[config.mk]
export PLATFORM = sky130hd
export DESIGN_NAME = ifu_fetch
export DESIGN_NICKNAME = d
export VERILOG_FILES = /design/src/rtl/ifu_fetch.sv
export SDC_FILE = /design/constraint.sdc
export NUM_CORES = 1
export LEC_CHECK = 0
export ABC_AREA = 1
export BUFFER_PORTS_ARGS = -buffer_cell sky130_fd_sc_hd__buf_2
export CORE_UTILIZATION = 50
export DETAILED_ROUTE_END_ITERATION = 7
export PLACE_DENSITY = 0.84
export SLEW_MARGIN = 5
export SYNTH_ARGS = -nofsm -noshare
export SYNTH_HDL_FRONTEND = slang
export SYNTH_SLANG_ARGS = --single-unit
[constraint.sdc]
create_clock -name clk -period 2.9 [get_ports clk]
set_input_delay 0.145 -clock clk [delete_from_list [all_inputs] [get_ports clk]]
set_output_delay 0.145 -clock clk [all_outputs]
set_load 0.02 [all_outputs]
[src/rtl/ifu_fetch.sv]
// Instruction fetch stage: owns the fetch PC, issues single outstanding word requests to
// instruction memory and presents one instruction at a time to decode. Optional: IFU_ALIGN_CHECK_EN.
module ifu_fetch #(
    parameter int              XLEN     = 32,
    parameter logic [XLEN-1:0] RESET_PC = 32'h80000000
) (
    input  logic            clk,
    input  logic            rst,
    input  logic            redirect_valid,
    input  logic [XLEN-1:0] redirect_pc,
    output logic            imem_req_valid,
    input  logic            imem_req_ready,
    output logic [XLEN-1:0] imem_req_addr,
    input  logic            imem_rsp_valid,
    input  logic [XLEN-1:0] imem_rsp_data,
    output logic            inst_valid,
    input  logic            inst_ready,
    output logic [XLEN-1:0] inst,
    output logic [XLEN-1:0] inst_pc,
    output logic            inst_fault
);

    typedef enum logic [1:0] {IDLE, REQ, WAIT, HOLD} state_t;

    localparam logic [XLEN-1:0] NOP     = XLEN'(32'h00000013);
    localparam logic [XLEN-1:0] PC_STEP = XLEN'(4);

    state_t          state, state_nxt;
    logic [XLEN-1:0] pc_r, pc_nxt;
    logic [XLEN-1:0] inst_r, inst_nxt;
    logic [XLEN-1:0] inst_pc_r, inst_pc_nxt;
    logic            drop, drop_nxt;
    logic            misaligned;
    logic            req_fire;

    function automatic logic [XLEN-1:0] redirect_target(input logic [XLEN-1:0] pc);
`ifdef IFU_ALIGN_CHECK_EN
        return pc;
`else
        return pc & ~XLEN'(3);
`endif
    endfunction

`ifdef IFU_ALIGN_CHECK_EN
    assign misaligned = |pc_r[1:0];
`else
    assign misaligned = 1'b0;
`endif

    assign imem_req_valid = (state == REQ) && !misaligned;
    assign imem_req_addr  = pc_r;
    assign req_fire       = imem_req_valid && imem_req_ready;
    assign inst_valid     = (state == HOLD);
    assign inst           = inst_r;
    assign inst_pc        = inst_pc_r;

    always_comb begin
        state_nxt   = state;
        pc_nxt      = pc_r;
        drop_nxt    = drop;
        inst_nxt    = inst_r;
        inst_pc_nxt = inst_pc_r;
        case (state)
            IDLE: begin
                state_nxt = REQ;
                if (redirect_valid) pc_nxt = redirect_target(redirect_pc);
            end
            REQ: begin
                if (misaligned) begin
                    // A misaligned PC never reaches memory; it is reported as a faulting nop.
                    if (redirect_valid) begin
                        pc_nxt = redirect_target(redirect_pc);
                    end else begin
                        state_nxt   = HOLD;
                        inst_nxt    = NOP;
                        inst_pc_nxt = pc_r;
                    end
                end else if (req_fire) begin
                    state_nxt = WAIT;
                    if (redirect_valid) begin
                        drop_nxt = 1'b1;
                        pc_nxt   = redirect_target(redirect_pc);
                    end
                end else if (redirect_valid) begin
                    pc_nxt = redirect_target(redirect_pc);
                end
            end
            WAIT: begin
                if (imem_rsp_valid) begin
                    if (drop || redirect_valid) begin
                        drop_nxt  = 1'b0;
                        state_nxt = REQ;
                        if (redirect_valid) pc_nxt = redirect_target(redirect_pc);
                    end else begin
                        inst_nxt    = imem_rsp_data;
                        inst_pc_nxt = pc_r;
                        state_nxt   = HOLD;
                    end
                end else if (redirect_valid) begin
                    // Response still in flight: remember to throw it away when it lands.
                    drop_nxt = 1'b1;
                    pc_nxt   = redirect_target(redirect_pc);
                end
            end
            HOLD: begin
                if (redirect_valid) begin
                    pc_nxt    = redirect_target(redirect_pc);
                    state_nxt = REQ;
                end else if (inst_ready) begin
                    pc_nxt    = pc_r + PC_STEP;
                    state_nxt = REQ;
                end
            end
            default: state_nxt = IDLE;
        endcase
    end

    always_ff @(posedge clk or posedge rst) begin
        if (rst) begin
            state     <= IDLE;
            pc_r      <= RESET_PC;
            drop      <= 1'b0;
            inst_r    <= '0;
            inst_pc_r <= '0;
        end else begin
            state     <= state_nxt;
            pc_r      <= pc_nxt;
            drop      <= drop_nxt;
            inst_r    <= inst_nxt;
            inst_pc_r <= inst_pc_nxt;
        end
    end

`ifdef IFU_ALIGN_CHECK_EN
    logic fault_r;

    always_ff @(posedge clk or posedge rst) begin
        if (rst) begin
            fault_r <= 1'b0;
        end else if (state == REQ && misaligned && !redirect_valid) begin
            fault_r <= 1'b1;
        end else if (state == HOLD && (redirect_valid || inst_ready)) begin
            fault_r <= 1'b0;
        end
    end

    assign inst_fault = fault_r;
`else
    assign inst_fault = 1'b0;
`endif

endmodule
# After elaboration in Yosys (flattened, before gate mapping)
# Cells that the tools add are included.
[totals]
regBits = 99
latchBits = 0
ramBits = 0
rom_bits = 0
in_bits = 70
word_cells = 40
n_memories = 0
[op_classes]
add_sub_neg = 1
mul = 0
div_mod_pow = 0
order_cmp = 0
n_eq_ne = 7
shifts = 0
n_mux = 17
bitwise = 1
n_reduce_logical = 9
[ops]
columns = ["op", "n"]
rows = [
  ["$mux W32", 5],
  ["$pmux W32 S3", 1],
  ["$add A32 B3 Y32 const B", 1],
  ["$mux W2", 5],
  ["$reduce_and A3 Y1", 3],
  ["$pmux W2 S4", 1],
  ["$eq A2 B2 Y1 const B", 2],
  ["$mux W1", 4],
  ["$ne A3 B2 Y1 const B", 1],
  ["$ne A3 B3 Y1 const B", 1],
  ["$eq A2 B1 Y1 const B", 1],
  ["$logic_not A2 Y1", 1],
  ["$ne A2 B1 Y1 const B", 1],
  ["$ne A2 B2 Y1 const B", 1],
  ["$pmux W1 S2", 1],
  ["$reduce_and A2 Y1", 1],
  ["$reduce_bool A2 Y1", 1],
  ["$reduce_or A2 Y1", 1],
  ["$logic_and A1 B1 Y1", 1],
  ["$logic_or A1 B1 Y1", 1],
  ["$not A1 Y1", 1],
]

# Logic depth before layout (Yosys ltp)
# Gate-level depths: netlist of the first run.
[logic_depth]
word_depth = 4
depth_mapped = 10
mapped_depth_nobuf = 10

# Worst setup path before layout of the first run
# OpenSTA, ideal clock, no wires.
[synth_timing]
path_type = "register to register"
from = "reg state[0]"
to = "reg pc_r[22], in the netlist imem_req_addr[22]"
setup_ns = 0.117
arrival_ns = 1.530
t_required_ns = 2.783
path_slack_ns = 1.253
stages_incl_launch_ff = 9
path_buffers = 1
synth_period_minus_slack_ns = 1.647
cell_sequence = "dfrtp_1 -> ha_1 -> a21oi_1 -> nor2_8 -> inv_4 -> buf_4 -> nor2_1 -> nand2_1 -> nand2_1"
[synth_via]
elab_chain_len = 3
elab_cells_between_ends = 9
[synth_lines]
columns = ["item", "line", "text"]
rows = [
  ["from (decl)", "28", "state_t state, state_nxt;"],
  ["from (signal assigned)", "126", "state <= state_nxt;"],
  ["$eq A2 B2 Y1 (*)", "n/a", ""],
  ["net inst_valid", "16", "output logic inst_valid,"],
  ["$ne A3 B2 Y1 (no source line)", "n/a", ""],
  ["$reduce_and A2 Y1 (no source line)", "n/a", ""],
  ["to (signal assigned)", "127", "pc_r <= pc_nxt;"],
  ["to (decl)", "29", "logic [XLEN-1:0] pc_r, pc_nxt;"],
]
# The timed path passes the listed nets; every way through them passes the cells marked *.
# A chain may end at the register's enable or synchronous reset.

# Final worst setup path of the first run
[layout_timing]
from = "reg state[0]"
to = "reg pc_r[20], in the netlist imem_req_addr[20]"
[layout_via]
elab_chain_len = 3
elab_cells_between_ends = 9
[layout_lines]
columns = ["item", "line"]
rows = [
  ["$eq A2 B1 Y1 (tied with other cells)", "50, 63"],
  ["$reduce_or A2 Y1 (no source line) (tied with other cells)", "n/a"],
  ["$pmux W32 S3 or $reduce_and A2 Y1 (tied branches)", "n/a"],
]
# Parallel ways exist; a longest one is shown, timed or not.

==> Flow_metrics.wiki, run 1 <==
{| class="wikitable"
! Metric !! Value
|-
| Run status || finished clean
|-
| Count of cells resized by post-cts repair || 0
|-
| Most instantiated flip-flop cell in the synthesis netlist || dfrtp_1
|-
| Average routed wire per standard cell || 14.2 um
|-
| Per-cell via count in the routed design || 5.11
|-
| Portion of total power attributed to combinational logic || 40.6%
|-
| Number of warning messages in the yosys log || 0
|-
| Critical path endpoint category || register
|-
| Critical Path Source Type || register
|-
| Maximum number of pins on one net before global-route repair || 85
|-
| Die X-Extent || ~100 um
|-
| DRT Pass-1 Iters || 5
|-
| Crit path largest cell delay || 0.67 ns
|-
| Data required time of the worst path || ~3.2 ns
|-
| Count of distinct cell types in the synthesized netlist || 30
|-
| Number of flops mapped to enable cells by yosys || 0
|-
| Setup repair after global routing missed its margin || false
|-
| Max capacitance violation total || 0
|-
| CTS root buffer || clkbuf_8
|-
| # IOs || 169
|-
| Cell area after placement || 5750 sq um
|-
| Share of synthesized registers carrying an async set or reset || 100%
|-
| CTS Hold Bufs || 32
|-
| Switching Power || 2.18 mW
|-
| Source-to-sink clock delay at the later pin of the worst-skew pair || 0.36 ns
|-
| Count of mapped cells out of synthesis || 660
|-
| Worst setup endpoint || imem_req_addr[20]
|-
| Mapped Area || between 4000 and 5000 sq um
|-
| Slowest-stage cell, CP || inv_2
|-
| Mean cell area of the mapped netlist || ~7.4 sq um
|-
| End of the worst register-to-register path || imem_req_addr[20]
|-
| Total CTS buffers || 9
|-
| Initial standard-cell utilization of the core || 52.3%
|-
| First-pass GRT wire length || 22.4 mm
|-
| Maximum number of buffers from clock root to sink || 2
|-
| Half-perimeter wire length of the detailed placement result || 9.58 mm
|-
| Category of the most critical setup path || register to register
|-
| Number of core rows || 35
|-
| Area added between synthesis and finish || 28.2%
|-
| Reg power frac || 42.2%
|-
| Post-synthesis sequential element count || 95
|-
| Total non-filler cell area in the finished layout || between 6000 and 7000 sq um
|-
| Setup TNS || 0 ns
|-
| # diodes || 0
|-
| Sequential share of the synthesized area || around half
|-
| Non-filler instance count after layout || 976
|-
| Pins over their slew limit || 0
|-
| Leftover overflow at the end of global routing || 0
|-
| Via count of the first global-routing pass || 4,717
|-
| Max Freq || about 460 MHz
|-
| Fin. Hold Viols || 0
|-
| Critical path depth || 8
|-
| Critical-path maximum fanout || 58
|-
| Cell depth of the worst flop-to-flop path || 8
|-
| Die boundary height || 101 um
|-
| H-tree depth || 3
|-
| Period utilization || 74.4%
|-
| Net count reported at finish || 916
|-
| Count of buffers from port buffering || ~160
|-
| Via total after detailed routing || 4,990
|-
| Count of routing violations after the opening detailed-route iteration || 372
|-
| Routed WL || between 10 and 15 mm
|-
| Post-CTS Setup Bufs || 0
|-
| Area of the core || 9330 sq um
|-
| Worst path most repeated cell || nand2_1
|-
| Maximum ir drop on the vdd rail || 0.000435 V
|-
| Pwr Density || 782 nW/um^2
|-
| Number of nets with antenna violations after routing || 0
|-
| Worst setup path startpoint || state[0]
|-
| Data arrival time of the critical path || 2.42 ns
|-
| Routability-driven placement congestion ratio || around 0.92
|-
| Reported leakage power || 3.44 nW
|-
| Clock Power Share || 17.2%
|-
| Register clock-pin slew on the reported worst setup and hold paths || ~0.10 ns
|-
| Type of the tightest min-delay check || primary input to register
|-
| Worst slew slack as a fraction of its limit || 40.5%
|-
| Sw frac || 44.7%
|-
| Measured slew at the worst slew-check pin || between 0.8 and 0.9 ns
|-
| GRT Util Overall || 28.2%
|-
| Bufs and invs on worst path || 2
|-
| TritonCTS clock tree || built
|-
| Worst r2r src || state[0]
|-
| Clock skew || around 0.009 ns
|-
| List of cells traversed by the critical path || ha_1 > nand2_4 > inv_2 > nand3_1 > o22ai_1 > nand2_1 > nand2_1 > inv_1
|-
| Number of design rule violations left after detail routing || 0
|-
| DP Cell Count || 928
|-
| Register-to-register path setup slack || roughly 0.74 ns
|-
| Overall die area || between 10,000 and 15,000 sq um
|-
| Family of cells with the greatest summed delay on the critical path || buffers and inverters
|-
| Final setup violating endpoints || 0
|-
| Share of cells above drive strength 1 || approximately 24%
|-
| Antenna violations before repair || 0
|-
| Total internal power || between 2 and 3 mW
|-
| Period minus WS final || around 2.2 ns
|-
| Num Clock Sinks || 95
|}
==> through the flow <==
step	util (%)	hold slack (ns)	setup WS [ns]	total power, mW
6_report	67.0	0.0405	0.742	4.89
5_1_grt	67.0	0.0462	0.515	5.22
4_1_cts	67.0	0.0180	0.763	4.89
3_5_place_dp	61.6	0.260	0.790	4.01
3_3_place_gp	61.6	0.245	0.840	3.94
2_1_floorplan	-	0.262	0.280	3.30
==> worst min-delay path: cells and delay by family <==
family | cells | cell delay [ns]
buffers and inverters | 1 | 0.08
and+or+nand+nor | 2 | 0.14
==> per-layer routing <==
metal	global-route usage (%)	up-vias	part of all wire [%]
met3	4.37	28	6.6
met5	0	-	0
met1	36.9	2335	44
met2	47.7	211	47
met4	10.0	0	3.0
li1	-	2416	-
==> cells in the final DEF, fill, tap and decap left out, types with 2 or more instances in the layout <==
cell type,instances
a21oi_1,5
a22oi_1,4
buf_12,2
buf_2,161
clkbuf_8,9
clkinv_2,2
clkinv_4,2
conb_1,5
dfrtp_1,94
dlygate4sd3_1,32
ha_1,4
inv_1,49
inv_2,4
inv_6,2
inv_8,2
nand2_1,274
nand2_2,4
nand3_1,37
nand4_1,2
nor2_1,67
nor2_2,3
nor2_4,6
nor2_8,2
o211ai_1,2
o21ai_0,56
o21ai_1,2
o22ai_1,5
or2_2,3
==> cell usage after synthesis (4+ instances only) <==
master | n | area share, %
nor2_4 | 6 | 1.4
ha_1 | 4 | 1.0
o22ai_1 | 5 | 0.64
nand2_1 | 274 | 21
inv_2 | 4 | 0.31
nand2_2 | 4 | 0.51
o21ai_0 | 56 | 5.7
a21oi_1 | 5 | 0.51
inv_1 | 50 | 3.8
buf_2 | 14 | 1.4
dfrtp_1 | 94 | 48
nor2_1 | 67 | 5.2
a22oi_1 | 4 | 0.62
nand3_1 | 37 | 3.8
buf_4 | 9 | 1.4
clkbuf_1 | 5 | 0.38
==> area by class of cell <==
type                    instances  area [sq um]
clock inverters                 7          62.6
inverters                      55           210
repair buffers                195          1170
well taps                     129           161
clock buffers                   9           124
fillers                       781          3080
flip-flops and latches         95          2380
multi-input cells             486          2150
==> state kept, by name, indices dropped and copies added, names as in the netlist <==
name and cells:
state 2, drop 1, inst_pc 30, imem_req_addr 30
inst 32
==> power by group through the flow <==
stage / Sequential, mW / Combinational (mW) / Clock (mW)
floorplan: 2.51 / 0.782 / 0
global placement: 2.05 / 1.89 / 0
detailed placement: 2.07 / 1.94 / 0
CTS: 2.05 / 1.98 / 0.859
global route: 2.11 / 2.19 / 0.917
finish: 2.07 / 1.98 / 0.841
==> kinds of logic after synthesis <==
logic type	synth area share [%]
DFF	48.8
other	0.0769
xor gates and xnor gates	0.180
buffers and inverters	7.49
adders and majority gates	1.03
and+or+nand+nor	34.1
AOI/OAI and AO/OA	8.34
==> worst min path at each step <==
stage | start | end | slack [ns] | cells past startpoint
floorplan | imem_rsp_data[0] | inst[0] | 0.26 | 2
global placement | rst | inst[8] | 0.25 | 2
detailed placement | rst | inst[8] | 0.26 | 2
CTS | imem_rsp_data[27] | inst[27] | 0.02 | 3
global route | imem_rsp_data[27] | inst[27] | 0.05 | 3
finish | imem_rsp_data[27] | inst[27] | 0.04 | 3
(Power assumes the default switching activity.)
==> run 2: changes to the inputs <==
==> constraint.sdc (replaced) <==
create_clock -name clk -period 2.2 [get_ports clk]
set_input_delay 0.11 -clock clk [delete_from_list [all_inputs] [get_ports clk]]
set_output_delay 0.11 -clock clk [all_outputs]
set_load 0.02 [all_outputs]
==> Flow_metrics.wiki, run 2 (same netlist as run 1, synthesis figures left out) <==
{| class="wikitable"
! Metric !! Value
|-
| Run status || finished clean
|-
| Register clock-pin slew on the reported worst setup and hold paths || about 0.11 ns
|-
| Leftover overflow at the end of global routing || 0
|-
| Via total after detailed routing || 5,001
|-
| Number of fill cells in the layout || 791
|-
| Period utilization || 89.7%
|-
| Number of nets with antenna violations after routing || 0
|-
| First-pass GRT wire length || 23.3 mm
|-
| Fin. Hold Viols || 0
|-
| Routability-driven placement congestion ratio || 0.903
|-
| Die X-Extent || just over 100 um
|-
| Reported leakage power || 3.47 nW
|-
| Final setup violating endpoints || 0
|-
| GRT Util Overall || 29.7%
|-
| CTS root buffer || clkbuf_8
|-
| Number of core rows || 35
|-
| Register-to-register path setup slack || 0.23 ns
|-
| Critical Path Source Type || register
|-
| Half-perimeter wire length of the detailed placement result || 9.81 mm
|-
| Total internal power || 3.61 mW
|-
| CTS Hold Bufs || 34
|-
| Initial standard-cell utilization of the core || 52.3%
|-
| # diodes || 0
|-
| Max capacitance violation total || 0
|-
| Routed WL || 14.5 mm
|-
| Source-to-sink clock delay at the later pin of the worst-skew pair || roughly 0.37 ns
|-
| Number of design rule violations left after detail routing || 0
|-
| Period minus WS final || 1.97 ns
|-
| Net count reported at finish || 922
|-
| Non-filler instance count after layout || 982
|-
| Data required time of the worst path || 2.51 ns
|-
| Measured slew at the worst slew-check pin || 0.797 ns
|-
| Category of the most critical setup path || register to register
|-
| Per-cell via count in the routed design || 5.09
|-
| TritonCTS clock tree || built
|-
| # IOs || around 170
|-
| Critical path endpoint category || register
|-
| Clock Power Share || 17.8%
|-
| Pwr Density || 1030 nW/um^2
|-
| Count of buffers from port buffering || 161
|-
| Max reg flops || 32
|-
| Most common cell after layout, fill and taps aside || nand2_1
|-
| Maximum number of buffers from clock root to sink || 2
|-
| Reg power frac || 41.8%
|-
| Setup repair after global routing missed its margin || false
|-
| Maximum number of pins on one net before global-route repair || 91
|-
| Share of cells above drive strength 1 || 24.5%
|-
| Area of the core || 9330 sq um
|-
| Switching Power || around 2.9 mW
|-
| Antenna violations before repair || 0
|-
| Count of routing violations after the opening detailed-route iteration || 366
|-
| DP Cell Count || between 900 and 1k
|-
| Clock skew || roughly 0.015 ns
|-
| Count of cells resized by post-cts repair || 0
|-
| DRT Pass-1 Iters || 6
|-
| Post-CTS Setup Bufs || 0
|-
| Average routed wire per standard cell || 14.7 um
|-
| Pins over their slew limit || 0
|-
| Data arrival time of the critical path || 2.29 ns
|-
| Worst slew slack as a fraction of its limit || 46.9%
|-
| Maximum ir drop on the vdd rail || approximately 0.0006 V
|-
| Die boundary height || 101 um
|-
| Area added between synthesis and finish || 29.2%
|-
| Critical-path maximum fanout || 90
|-
| Setup TNS || 0 ns
|-
| Max Freq || 507 MHz
|-
| Total CTS buffers || 9
|-
| Type of the tightest min-delay check || primary input to register
|-
| H-tree depth || 3
|-
| Overall die area || around 10,000 sq um
|-
| Sw frac || 44.7%
|-
| Portion of total power attributed to combinational logic || 40.4%
|-
| Via count of the first global-routing pass || 4,676
|-
| Commonest cells after routing, fill and taps aside || nand2_1 (274), buf_2 (161), dfrtp_1 (94)
|-
| Num Clock Sinks || 95
|}
run 2: changes by cell type in the layout (fill, tap and decap cells not counted):
cell | previous run | this run
clkinvlp_4 | 0 | 1
clkinv_2 | 2 | 0
buf_4 | 0 | 5
buf_12 | 2 | 1
dlygate4sd3_1 | 32 | 34
clkbuf_8 | 9 | 10
run 2: final cells by class:
| class | instances | area, sq um | area share (%) |
|---|---|---|---|
| sequential | 95 | 2380 | 37.7 |
| multi-input combinational | 486 | 2150 | 34.1 |
| timing repair buffer | 201 | 1200 | 19.1 |
| inverter | 55 | 213 | 3.38 |
| tap | 129 | 161 | 2.56 |
| clock buffer | 10 | 138 | 2.18 |
| clock inverter | 6 | 57.6 | 0.913 |
run 2: final timing paths:
kind / to / cells past startpoint / from
hold reg to reg: inst[26] / 2 / inst[26]
max in group asynchronous: inst[30] / 4 / rst
min in group asynchronous: inst[8] / 3 / rst
hold / removal: imem_req_addr[2] / 3 / redirect_pc[2]
setup / recovery: inst[8] / 8 / state[0]
setup reg to reg: inst[8] / 8 / state[0]
run 2: metal layers:
| layer | routed length, um | track usage, % |
|---|---|---|
| met1 | 6150 | 39.5 |
| met3 | 1180 | 5.06 |
| met4 | 418 | 12.5 |
| met2 | 6740 | 48.5 |
| met5 | 0 | 0 |
run 2: stage by stage:
stage / cell area, sq um / hold WS, ns / util [%] / setup slack, ns / power (mW)
6_report: 6300 / 0.00521 / 67.6 / 0.227 / 6.52
5_1_grt: 6300 / 0.0447 / 67.6 / 0.0523 / 6.92
4_1_cts: 6300 / 0.00318 / 67.6 / 0.252 / 6.48
3_5_place_dp: 5770 / 0.174 / 61.8 / 0.254 / 5.28
3_3_place_gp: 5770 / 0.167 / 61.8 / 0.362 / 5.21
2_1_floorplan: 4900 / 0.227 / - / 0.553 / 4.34
run 2: critical path, stage by stage (launching register included):
cell and delay (ns):
dfrtp_1 0.42, inv_1 0.06, ha_1 0.20, nand2_1 0.17, nor2_8 0.08, inv_2 0.04, buf_4 0.60, nand2_1 0.18
nand2_1 0.13
run 2: power by group through the flow:
stage / Sequential (mW) / Combinational, mW / Clock (mW)
after floorplan: 3.31 / 1.03 / 0
after global placement: 2.71 / 2.50 / 0
after detailed placement: 2.72 / 2.56 / 0
after CTS: 2.69 / 2.61 / 1.17
after global routing: 2.78 / 2.89 / 1.24
final: 2.72 / 2.63 / 1.16
